==> src/rtl/ysyx_23060278_ifu_pkg.sv <==
// Shared definitions for the instruction fetch unit: FSM state encoding,
// AXI read response codes and the architectural reset pc.
package ysyx_23060278_ifu_pkg;

  typedef enum logic [2:0] {
    S_BOOT = 3'd0,
    S_IDLE = 3'd1,
    S_AR   = 3'd2,
    S_R    = 3'd3,
    S_OUT  = 3'd4
  } ifu_state_e;

  localparam logic [1:0]  RESP_OKAY = 2'b00;
  localparam logic [31:0] RESET_PC  = 32'h8000_0000;

endpackage

==> src/rtl/ysyx_23060278_ifu_outbuf.sv <==
// Holding register for a fetched instruction; keeps inst/inst_pc/inst_fault
// stable from load until the decode stage accepts them.
module ysyx_23060278_ifu_outbuf #(
  parameter int ADDR_W = 32,
  parameter int DATA_W = 32
) (
  input  logic              clk,
  input  logic              rst,
  input  logic              load,
  input  logic [DATA_W-1:0] load_inst,
  input  logic [ADDR_W-1:0] load_pc,
  input  logic              load_fault,
  input  logic              out_ready,
  output logic [DATA_W-1:0] inst,
  output logic [ADDR_W-1:0] inst_pc,
  output logic              inst_fault,
  output logic              inst_valid
);

  logic [DATA_W-1:0] inst_q, inst_d;
  logic [ADDR_W-1:0] pc_q, pc_d;
  logic              fault_q, fault_d;
  logic              valid_q, valid_d;

  // Loads only ever arrive while empty, so held data cannot be overwritten.
  always_comb begin
    inst_d  = inst_q;
    pc_d    = pc_q;
    fault_d = fault_q;
    valid_d = valid_q;
    if (load) begin
      inst_d  = load_inst;
      pc_d    = load_pc;
      fault_d = load_fault;
      valid_d = 1'b1;
    end else if (valid_q && out_ready) begin
      valid_d = 1'b0;
    end
  end

  always_ff @(posedge clk or posedge rst) begin
    if (rst) begin
      inst_q  <= '0;
      pc_q    <= '0;
      fault_q <= 1'b0;
      valid_q <= 1'b0;
    end else begin
      inst_q  <= inst_d;
      pc_q    <= pc_d;
      fault_q <= fault_d;
      valid_q <= valid_d;
    end
  end

  assign inst       = inst_q;
  assign inst_pc    = pc_q;
  assign inst_fault = fault_q;
  assign inst_valid = valid_q;

endmodule

==> src/rtl/ysyx_23060278_ifu.sv <==
// Instruction fetch unit: latches pc, performs one AR/R read and presents the
// instruction to decode over valid/ready. One fetch in flight at most.
module ysyx_23060278_ifu
  import ysyx_23060278_ifu_pkg::*;
#(
  parameter int ADDR_W     = 32,
  parameter int DATA_W     = 32,
  parameter bit BOOT_FETCH = 1'b1
) (
  input  logic              clk,
  input  logic              rst,
  input  logic [ADDR_W-1:0] pc,
  input  logic              fetch_go,
  output logic              busy,
  output logic [ADDR_W-1:0] araddr,
  output logic              arvalid,
  input  logic              arready,
  input  logic [DATA_W-1:0] rdata,
  input  logic [1:0]        rresp,
  input  logic              rvalid,
  output logic              rready,
  output logic [DATA_W-1:0] inst,
  output logic [ADDR_W-1:0] inst_pc,
  output logic              inst_fault,
  output logic              inst_valid,
  input  logic              inst_ready
);

  ifu_state_e        state_q, state_d;
  logic [ADDR_W-1:0] addr_q, addr_d;
  logic              arvalid_q, arvalid_d;
  logic              rready_q, rready_d;
  logic              busy_q, busy_d;
  logic              load;
  logic [DATA_W-1:0] load_inst;
  logic [ADDR_W-1:0] load_pc;
  logic              load_fault;

  always_comb begin
    state_d    = state_q;
    addr_d     = addr_q;
    load       = 1'b0;
    load_inst  = '0;
    load_pc    = addr_q;
    load_fault = 1'b0;
    case (state_q)
      S_BOOT: begin
        if (BOOT_FETCH) begin
          state_d = S_AR;
          addr_d  = pc;
        end else begin
          state_d = S_IDLE;
        end
      end
      S_IDLE: begin
        if (fetch_go) begin
          addr_d = pc;
          // Misaligned pc faults immediately without touching the bus.
          if (pc[1:0] != 2'b00) begin
            state_d    = S_OUT;
            load       = 1'b1;
            load_pc    = pc;
            load_fault = 1'b1;
          end else begin
            state_d = S_AR;
          end
        end
      end
      S_AR: begin
        if (arready) state_d = S_R;
      end
      S_R: begin
        if (rvalid) begin
          state_d    = S_OUT;
          load       = 1'b1;
          load_inst  = rdata;
          load_fault = (rresp != RESP_OKAY);
        end
      end
      S_OUT: begin
        if (inst_valid && inst_ready) state_d = S_IDLE;
      end
      default: state_d = S_BOOT;
    endcase
    // Channel strobes decode the next state so they are registered outputs.
    arvalid_d = (state_d == S_AR);
    rready_d  = (state_d == S_R);
    busy_d    = (state_d != S_IDLE);
  end

  always_ff @(posedge clk or posedge rst) begin
    if (rst) begin
      state_q   <= S_BOOT;
      addr_q    <= '0;
      arvalid_q <= 1'b0;
      rready_q  <= 1'b0;
      busy_q    <= 1'b1;
    end else begin
      state_q   <= state_d;
      addr_q    <= addr_d;
      arvalid_q <= arvalid_d;
      rready_q  <= rready_d;
      busy_q    <= busy_d;
    end
  end

  assign araddr  = addr_q;
  assign arvalid = arvalid_q;
  assign rready  = rready_q;
  assign busy    = busy_q;

  ysyx_23060278_ifu_outbuf #(
    .ADDR_W (ADDR_W),
    .DATA_W (DATA_W)
  ) u_outbuf (
    .clk        (clk),
    .rst        (rst),
    .load       (load),
    .load_inst  (load_inst),
    .load_pc    (load_pc),
    .load_fault (load_fault),
    .out_ready  (inst_ready),
    .inst       (inst),
    .inst_pc    (inst_pc),
    .inst_fault (inst_fault),
    .inst_valid (inst_valid)
  );

endmodule

==> config.mk <==
export PLATFORM = sky130hd
export DESIGN_NAME = ysyx_23060278_ifu
export DESIGN_NICKNAME = d
export VERILOG_FILES = /design/src/rtl/ysyx_23060278_ifu_pkg.sv /design/src/rtl/ysyx_23060278_ifu_outbuf.sv /design/src/rtl/ysyx_23060278_ifu.sv
export SDC_FILE = /design/constraint.sdc
export NUM_CORES = 1
export LEC_CHECK = 0
export CAP_MARGIN = 20
export CELL_PAD_IN_SITES_DETAIL_PLACEMENT = 0
export CELL_PAD_IN_SITES_GLOBAL_PLACEMENT = 1
export CORE_MARGIN = 2
export CORE_UTILIZATION = 32
export CTS_BUF_LIST = sky130_fd_sc_hd__clkbuf_4
export CTS_CLUSTER_SIZE = 30
export DETAILED_ROUTE_END_ITERATION = 12
export PLACE_DENSITY = 0.85
export SETUP_SLACK_MARGIN = 0.3
export SLEW_MARGIN = 30
export SYNTH_ARGS = -nofsm -noshare
export SYNTH_HDL_FRONTEND = slang
export SYNTH_SLANG_ARGS = --single-unit
==> constraint.sdc <==
create_clock -name clk -period 3.3 [get_ports clk]
set_input_delay 0.66 -clock clk [delete_from_list [all_inputs] [get_ports clk]]
set_output_delay 0.66 -clock clk [all_outputs]
set_load 0.02 [all_outputs]
Word level (Yosys, flattened, before mapping)
Index checks and enable logic that the tools add are counted.
Widths: inputs -> output; s select.
- equal/unequal tests: 8
- mux-type cells: 21
- reductions and logical operators: 7
- operator list (cell ; count):
    $mux 32 ; 6
    $pmux 32 s2 ; 1
    $mux 3 ; 5
    $pmux 3 s5 ; 1
    $eq 3x2->1 const B ; 4
    $reduce_bool 2->1 ; 4
    $mux 1 ; 6
    $pmux 1 s2 ; 2
    $eq 3x1->1 const B ; 1
    $eq 3x3->1 const B ; 1
    $logic_not 3->1 ; 1
    $ne 3x1->1 const B ; 1
    $ne 2x2->1 const B ; 1
    $reduce_and 2->1 ; 1
    $logic_and 1x1->1 ; 1
- flip-flop bits (word level): 104
- output and inout port bits: 101
- logic and storage cells: 45

Logic depth before layout (Yosys ltp)
Gate-level depths: netlist of the first run.
- depth in word-level cells: 5
- gate-level depth with buffers: 7

Modules after synthesis
Synthesis of the first run repeated with hierarchy kept, for this count alone.
- cells, all modules: 316
- area total of the unflattened synthesis: 4888.4 um^2
- by module, submodules not included (module ; times used ; cells each ; area each (um^2) ; seq. area each (um^2)):
    ysyx_23060278_ifu_outbuf ; 1 ; 141 ; 2611.3 ; 1651.6
    ysyx_23060278_ifu ; 1 ; 175 ; 2277.2 ; 952.2

Least setup slack after synthesis of the first run
Ideal clock, no wire load.
- kind: input port to flip-flop
- start point: input port rvalid
- end point: register u_outbuf.pc_q[4] (netlist: u_outbuf.inst_pc[4])
- setup time: 0.125 ns
- arrival time: 1.707 ns
- data required time: 3.175 ns
- slack: 1.467 ns
- stages on the path: 5
- path buffers: 2
- path through: and4b_1 > buf_6 > buf_6 > mux2_4 > mux2_4
- longest elaborated chain between the ends: 2
- ends and longest elaborated chain (item ; line ; RTL):
    start, declared ; ysyx_23060278_ifu.sv:20 ; input logic rvalid,
    $mux 1 ; ysyx_23060278_ifu.sv:73 ; if (rvalid) begin
    $pmux 1 s2 ; ysyx_23060278_ifu.sv:46 ; case (state_q)
    end signal, assigned ; ysyx_23060278_ifu_outbuf.sv:49 ; pc_q <= pc_d;
    end, declared ; ysyx_23060278_ifu_outbuf.sv:21 ; logic [ADDR_W-1:0] pc_q, pc_d;
Every way passes these cells.
A chain may end at the register's enable or synchronous reset.

Final worst setup path of the first run
- start point: register busy_q (netlist: busy)
- end point: output port busy
- RTL lines (item ; line ; RTL):
    start, declared ; ysyx_23060278_ifu.sv:33 ; logic busy_q, busy_d;
    start signal, assigned ; ysyx_23060278_ifu.sv:103 ; busy_q <= busy_d;
    end, declared ; ysyx_23060278_ifu.sv:14 ; output logic busy,
No word-level cell between the ends.

==> results.ini, run 1 <==
[layout]
area_growth_pct = 44.3
final_util_pct = 47.4
drive_above_1_share_pct = 22.9
layout.cells.non_filler = 706
final_nets = 592

[sta]
final-setup-viol-count = 0
period_share_pct = 68.0
rsz0062_at_grt = false
setup_tns_ps = 0
clock_skew_ps = 20.0
fin_crit_ps = 2240
hold_violations = 0
maxSlewHeadroom_pct = 42.7
fin_ws_ps = 1060
tightestPinTransition_ps = 859
max_freq_mhz = 445
report.final.slew_viol_count = 0

[clock_network]
clk_pin_slew_ps = 150
htreeDepth = 3
cts_setup_buffers = 0
insertion_delay_ps = 470
cts_sinks = 104
numCtsBuffers = 9
clockRootBuffer = clkbuf_4
cts_resized = 0
cts_tree = built
hold_buffers = 0
cts_buffer_depth = 2

[critical_path]
cp_top_family = buffers and inverters
path_class = register to output port
start_kind = register
slowest_stage = clkdlybuf4s50_1
worstSetupEndpointType = output port
critical_path_arrival_ps = 1580
critPathMaxStageDelay_ps = 590
crit_fanout = 1
ff2ff_path_depth = 3
worst-path-stages = 1
crit_buf_inv = 1
crit_path_cell_trace = clkdlybuf4s50_1
cp.required_ps = 2640

[global_routing]
grt.overflow.total = 0
grt_first_pass_wirelength_um = 18000
grt_max_degree = 105
grt_pass1_vias = 3574
antenna_found_initial = 1
grt_use_total_pct = 15.3

[floorplanning]
dieArea_mm2 = 0.0153
start_util_pct = 32.8
num_rows = 43
die_x_um = 124
core_mm2 = 0.0139
die_y_um = 124
io_pins = 173

[detailed_routing]
drt-pass1-iter-count = 4
wl_um = 11400
via_per_inst = 4.68
antenna_left = 0
drtIter0Drc = 172
drc = 0
post_drt_wl_per_cell_um = 16.1
num_vias = 3305

[power_and_ir_drop]
vdd_drop_max_uv = 510
power_w = 0.00659
powerDensity_mw_per_mm2 = 997
p_leak_nw = 2.80

[logic_synthesis]
synth_nets = 423
ys_types = 30
synth-seq-cells = 104
syn-instance-count = 351
netlist_area_mm2 = 0.00458
seq_area_frac_synth_pct = 56.9
yosysWarnings = 0
syn_area_per_cell_um2 = 13.0

[place]
place_hpwl_um = 7900
pre_cts_slack_ps = 660
globalplace.congestion = 0.752
dp.cells = 689
port_buffers = 172

[hold_path]
hold_class = register to register
hold_path_depth = 2

[run]
cap_viol_max_count = 0

[outcome]
status = finished, final reports clean

## sequential cells by signal, summed over array words and instances, names as in the netlist
signal and count:
araddr 32, u_outbuf.inst 32, u_outbuf.inst_pc 32, state_q 3, arvalid 1, busy 1
rready 1, u_outbuf.inst_fault 1, u_outbuf.inst_valid 1
## layer usage
metal / part of all wire (%) / track usage, % / up-vias
li1: - / - / 1534
met1: 41 / 18.2 / 1666
met2: 53 / 26.5 / 90
met3: 4.6 / 4.53 / 15
met4: 1.7 / 4.83 / 0
met5: 0 / 0 / -
## cells by family after synthesis
logic type	after synthesis	share of synthesized area, %
AOI/OAI and AO/OA	43	5.19
buffers and inverters	24	3.14
DFF	104	56.9
muxes	94	26.5
and+or+nand+nor	86	8.23
## per-stage QoR
step           area (µm²)  hold slack, ps
2_1_floorplan        4580             584
3_3_place_gp         6490             486
3_5_place_dp         6490             513
4_1_cts              6600             541
5_1_grt              6610             566
6_report             6610             538
## layout make-up
cell class / count / area [µm²]
clock inverters: 6 / 36.3
fillers: 1279 / 7330
multi-input cells: 223 / 1850
flip-flops and latches: 104 / 2600
inverters: 3 / 15.0
clock buffers: 10 / 75.1
diodes: 1 / 2.50
well taps: 180 / 225
repair buffers: 179 / 1800
## Yosys cell counts
| cell | number | area [µm²] |
|---|---|---|
| a211oi_1 | 1 | 7.51 |
| a211oi_2 | 1 | 12.5 |
| a21o_1 | 2 | 15.0 |
| a21oi_1 | 2 | 10.0 |
| a31oi_1 | 1 | 6.26 |
| and2_1 | 1 | 6.26 |
| and2b_1 | 1 | 7.51 |
| and4b_1 | 1 | 10.0 |
| and4bb_2 | 1 | 12.5 |
| buf_2 | 7 | 35.0 |
| buf_4 | 4 | 30.0 |
| buf_6 | 4 | 45.0 |
| clkbuf_1 | 6 | 22.5 |
| dfrtp_1 | 103 | 2580 |
| dfstp_2 | 1 | 26.3 |
| inv_1 | 3 | 11.3 |
| mux2_1 | 2 | 22.5 |
| mux2_2 | 49 | 552 |
| mux2_4 | 42 | 631 |
| mux2i_1 | 1 | 10.0 |
| nand2_1 | 69 | 259 |
| nand2b_1 | 6 | 37.5 |
| nand3_1 | 1 | 5.00 |
| nand4b_1 | 2 | 17.5 |
| nor2_1 | 2 | 7.51 |
| nor3_1 | 1 | 5.00 |
| o21a_1 | 1 | 7.51 |
| o21ai_0 | 34 | 170 |
| o21ai_2 | 1 | 8.76 |
| or3b_2 | 1 | 8.76 |
## final timing paths
check	start	endpoint	slack [ps]
worst min-delay path	u_outbuf.inst[3]	u_outbuf.inst[3]	540
worst min register to register	u_outbuf.inst[3]	u_outbuf.inst[3]	540
min in group asynchronous	rst	u_outbuf.inst[2]	700
max in group asynchronous	rst	busy	2160
worst max register to register	state_q[2]	u_outbuf.inst[7]	1210
worst max-delay path	busy	busy	1060
## cells in the final DEF (no fill, tap or decap), types with 2 or more instances in the layout
master           Yosys  layout
clkinvlp_4           0       4
nand2b_1             6       6
buf_4                4       5
inv_1                3       2
dfrtp_1            103     103
mux2_4              42      42
nor2_1               2       2
a21o_1               2       2
clkinv_2             0       2
buf_12               0       2
clkdlybuf4s50_1      0     172
a21oi_1              2       2
mux2_2              49      49
nand2_1             69      69
clkbuf_4             0      10
nand4b_1             2       2
mux2_1               2       2
o21ai_0             34      34
## report_power, final
group          leakage, nW  switching, W  internal (W)
Combinational         1.48       0.00163       0.00203
Sequential            1.26      0.000441       0.00192
Clock               0.0558      0.000414      0.000158
(Power assumes the default switching activity.)
==> run 2, diff against run 1 <==
==> constraint.sdc (replaced) <==
create_clock -name clk -period 2 [get_ports clk]
set_input_delay 0.4 -clock clk [delete_from_list [all_inputs] [get_ports clk]]
set_output_delay 0.4 -clock clk [all_outputs]
set_load 0.02 [all_outputs]
==> run 2 against run 1 <==
  * Clock-buffer cell count increased by 1
  * Clock power increased by 87%
  * Global-route usage increased by 0.38 points
  * Via count increased by 0.61%
  * Sequential share of layout area decreased by 0.40 points
  * Hold slack got worse by 98 ps
  * Critical path depth increased by 3
  * Critical endpoint is now u_outbuf.inst_pc[25]
  * Largest cell class unchanged
  * Largest power group unchanged
==> results.ini, run 2 (synthesized netlist as in run 1, its figures left out) <==
[critical_path]
cp.required_ps = 2350  ; -290 ps
slowest_stage = dfrtp_1
path_class = register to register
start_kind = register
cp_top_family = multiplexers
crit_path_cell_trace = and4b_4, buf_12, mux2_2, mux2_2
critPathMaxStageDelay_ps = 430  ; -160 ps
crit_fanout = 11  ; +10
crit_top_cell = mux2_2
crit_buf_inv = 1  ; unchanged
worstSetupEndpointType = register
critical_path_arrival_ps = 2060  ; +480 ps

[detailed_routing]
num_vias = 3325  ; +0.61%
antenna_left = 0  ; unchanged
post_drt_wl_per_cell_um = 16.4  ; +1.8%
drt-pass1-iter-count = 4  ; unchanged
drc = 0  ; unchanged
drtIter0Drc = 171  ; -0.58%
via_per_inst = 4.65  ; -0.66%
wl_um = 11700  ; +3.1%

[clock_network]
cts_sinks = 104  ; unchanged
clockRootBuffer = clkbuf_4
htreeDepth = 3  ; unchanged
cts_buffer_depth = 2  ; unchanged
cts_tree = built
hold_buffers = 0  ; unchanged
clk_pin_slew_ps = 160  ; about the same
insertion_delay_ps = 460  ; about the same
numCtsBuffers = 9  ; unchanged

[floorplanning]
num_rows = 43  ; unchanged
die_x_um = 124  ; unchanged
dieArea_mm2 = 0.0153  ; unchanged
start_util_pct = 32.8  ; unchanged
io_pins = 173  ; unchanged
core_mm2 = 0.0139  ; unchanged
die_y_um = 124  ; unchanged

[layout]
fillers = 1282  ; +0.23%
layout.cells.non_filler = 715  ; +1.3%
multi_input_area_mm2 = 0.00185  ; +0.20%
final_common_cell = dfrtp_1
area_growth_pct = 45.9
final_nets = 601  ; +1.5%
drive_above_1_share_pct = 25.1  ; +2.2 points
most-common-layout-cells = dfrtp_1, clkdlybuf4s50_1, nand2_1, dlygate4sd2_1, mux2_2
seqCellArea_mm2 = 0.00261  ; about the same
final_area_mm2 = 0.00668  ; +1.1%

[power_and_ir_drop]
seq_power_share_pct = 36.6  ; +0.8 points
p_leak_nw = 3.07  ; +9.7%
vdd_drop_max_uv = 856  ; +68%
p_sw_w = 0.00409  ; +65%
powerDensity_mw_per_mm2 = 1560  ; +57%
combPwrFrac_pct = 53.2  ; -2.3 points
switching_share_pct = 39.1  ; +1.5 points
p_int_w = 0.00636  ; +55%
power_frac_clock_pct = 10.2  ; +1.5 points

[hold_path]
hold_class = input port to async pin

[sta]
setup_tns_ps = 0  ; unchanged
tightestPinTransition_ps = 565  ; -294 ps
hold_violations = 0  ; unchanged
period_share_pct = 85.9
final-setup-viol-count = 0  ; unchanged
report.final.slew_viol_count = 0  ; unchanged
rsz0062_at_grt = true
max_freq_mhz = 582
fin_crit_ps = 1720
maxSlewHeadroom_pct = 62.4  ; +20 points
clock_skew_ps = 16.1  ; -3.81 ps

[global_routing]
grt_pass1_vias = 3517  ; -1.6%
grt_first_pass_wirelength_um = 18200  ; +1.2%
grt_use_total_pct = 15.7  ; +0.38 points
grt.overflow.total = 0  ; unchanged
antenna_found_initial = 1  ; unchanged
grt_max_degree = 105  ; unchanged

[place]
dp.cells = 696  ; +1.0%
port_buffers = 172  ; unchanged
globalplace.congestion = 0.749  ; -0.48%
place_hpwl_um = 8240  ; +4.2%
place_area_mm2 = 0.00661  ; +1.8%

[run]
cap_viol_max_count = 0  ; unchanged

[outcome]
status = finished, final reports clean

==> run 2: cell type report <==
| cell class | count | area share, % |
|---|---|---|
| Antenna cell | 1 | 0.0375 |
| Tap cell | 180 | 3.37 |
| Multi-Input combinational cell | 223 | 27.7 |
| Timing Repair Buffer | 188 | 27.7 |
| Sequential cell | 104 | 39.0 |
| Clock inverter | 5 | 0.712 |
| Inverter | 3 | 0.225 |
| Clock buffer | 11 | 1.24 |
==> run 2: power groups by stage <==
stage          registers (W)  clock network [W]  logic [W]
2_1_floorplan        0.00506                  0    0.00218
3_3_place_gp         0.00384                  0    0.00615
3_5_place_dp         0.00390                  0    0.00626
4_1_cts              0.00382            0.00113    0.00555
5_1_grt              0.00398            0.00120    0.00594
6_report             0.00383            0.00107    0.00556
==> run 2: path summary, 6_finish.rpt <==
check                      slack (ps)         startpoint              endpoint  depth (start not counted)
setup / recovery                  280         state_q[2]  u_outbuf.inst_pc[25]                          4
hold / removal                    440                rst      u_outbuf.inst[4]                          3
setup reg to reg                  280         state_q[2]  u_outbuf.inst_pc[25]                          4
hold reg to reg                   530  u_outbuf.inst[19]     u_outbuf.inst[19]                          2
max in group asynchronous        1120                rst            state_q[1]                          3
min in group clk                  480           rdata[7]      u_outbuf.inst[7]                          3
==> run 2: repair_timing <==
action,in CTS,in global routing
endpoints found under the setup margin,120,69
gates resized for setup,104,39
buffers inserted,0,1
gates cloned,0,1
==> run 2: layer usage <==
layer / up-vias / part of all wire, % / track usage (%)
li1: 1549 / - / -
met1: 1663 / 42 / 19.1
met2: 94 / 51 / 26.1
met3: 19 / 4.4 / 4.03
met4: 0 / 2.8 / 7.17
met5: - / 0 / 0
==> run 2: stage by stage <==
stage                     utilization (%)  setup slack, ps  hold WS (ps)  power [W]
after floorplan                         -              286           517    0.00724
after global placement               47.4             -133           485    0.00999
after detailed placement             47.4             -154           515     0.0102
after CTS                            47.5              220           416     0.0105
after global routing                 47.9              214           417     0.0111
final                                47.9              282           439     0.0104
==> run 2: tightest hold or removal path, stage by stage <==
cell             delay, ps
clkdlybuf4s50_1        440
clkinvlp_4             100
buf_12                 430
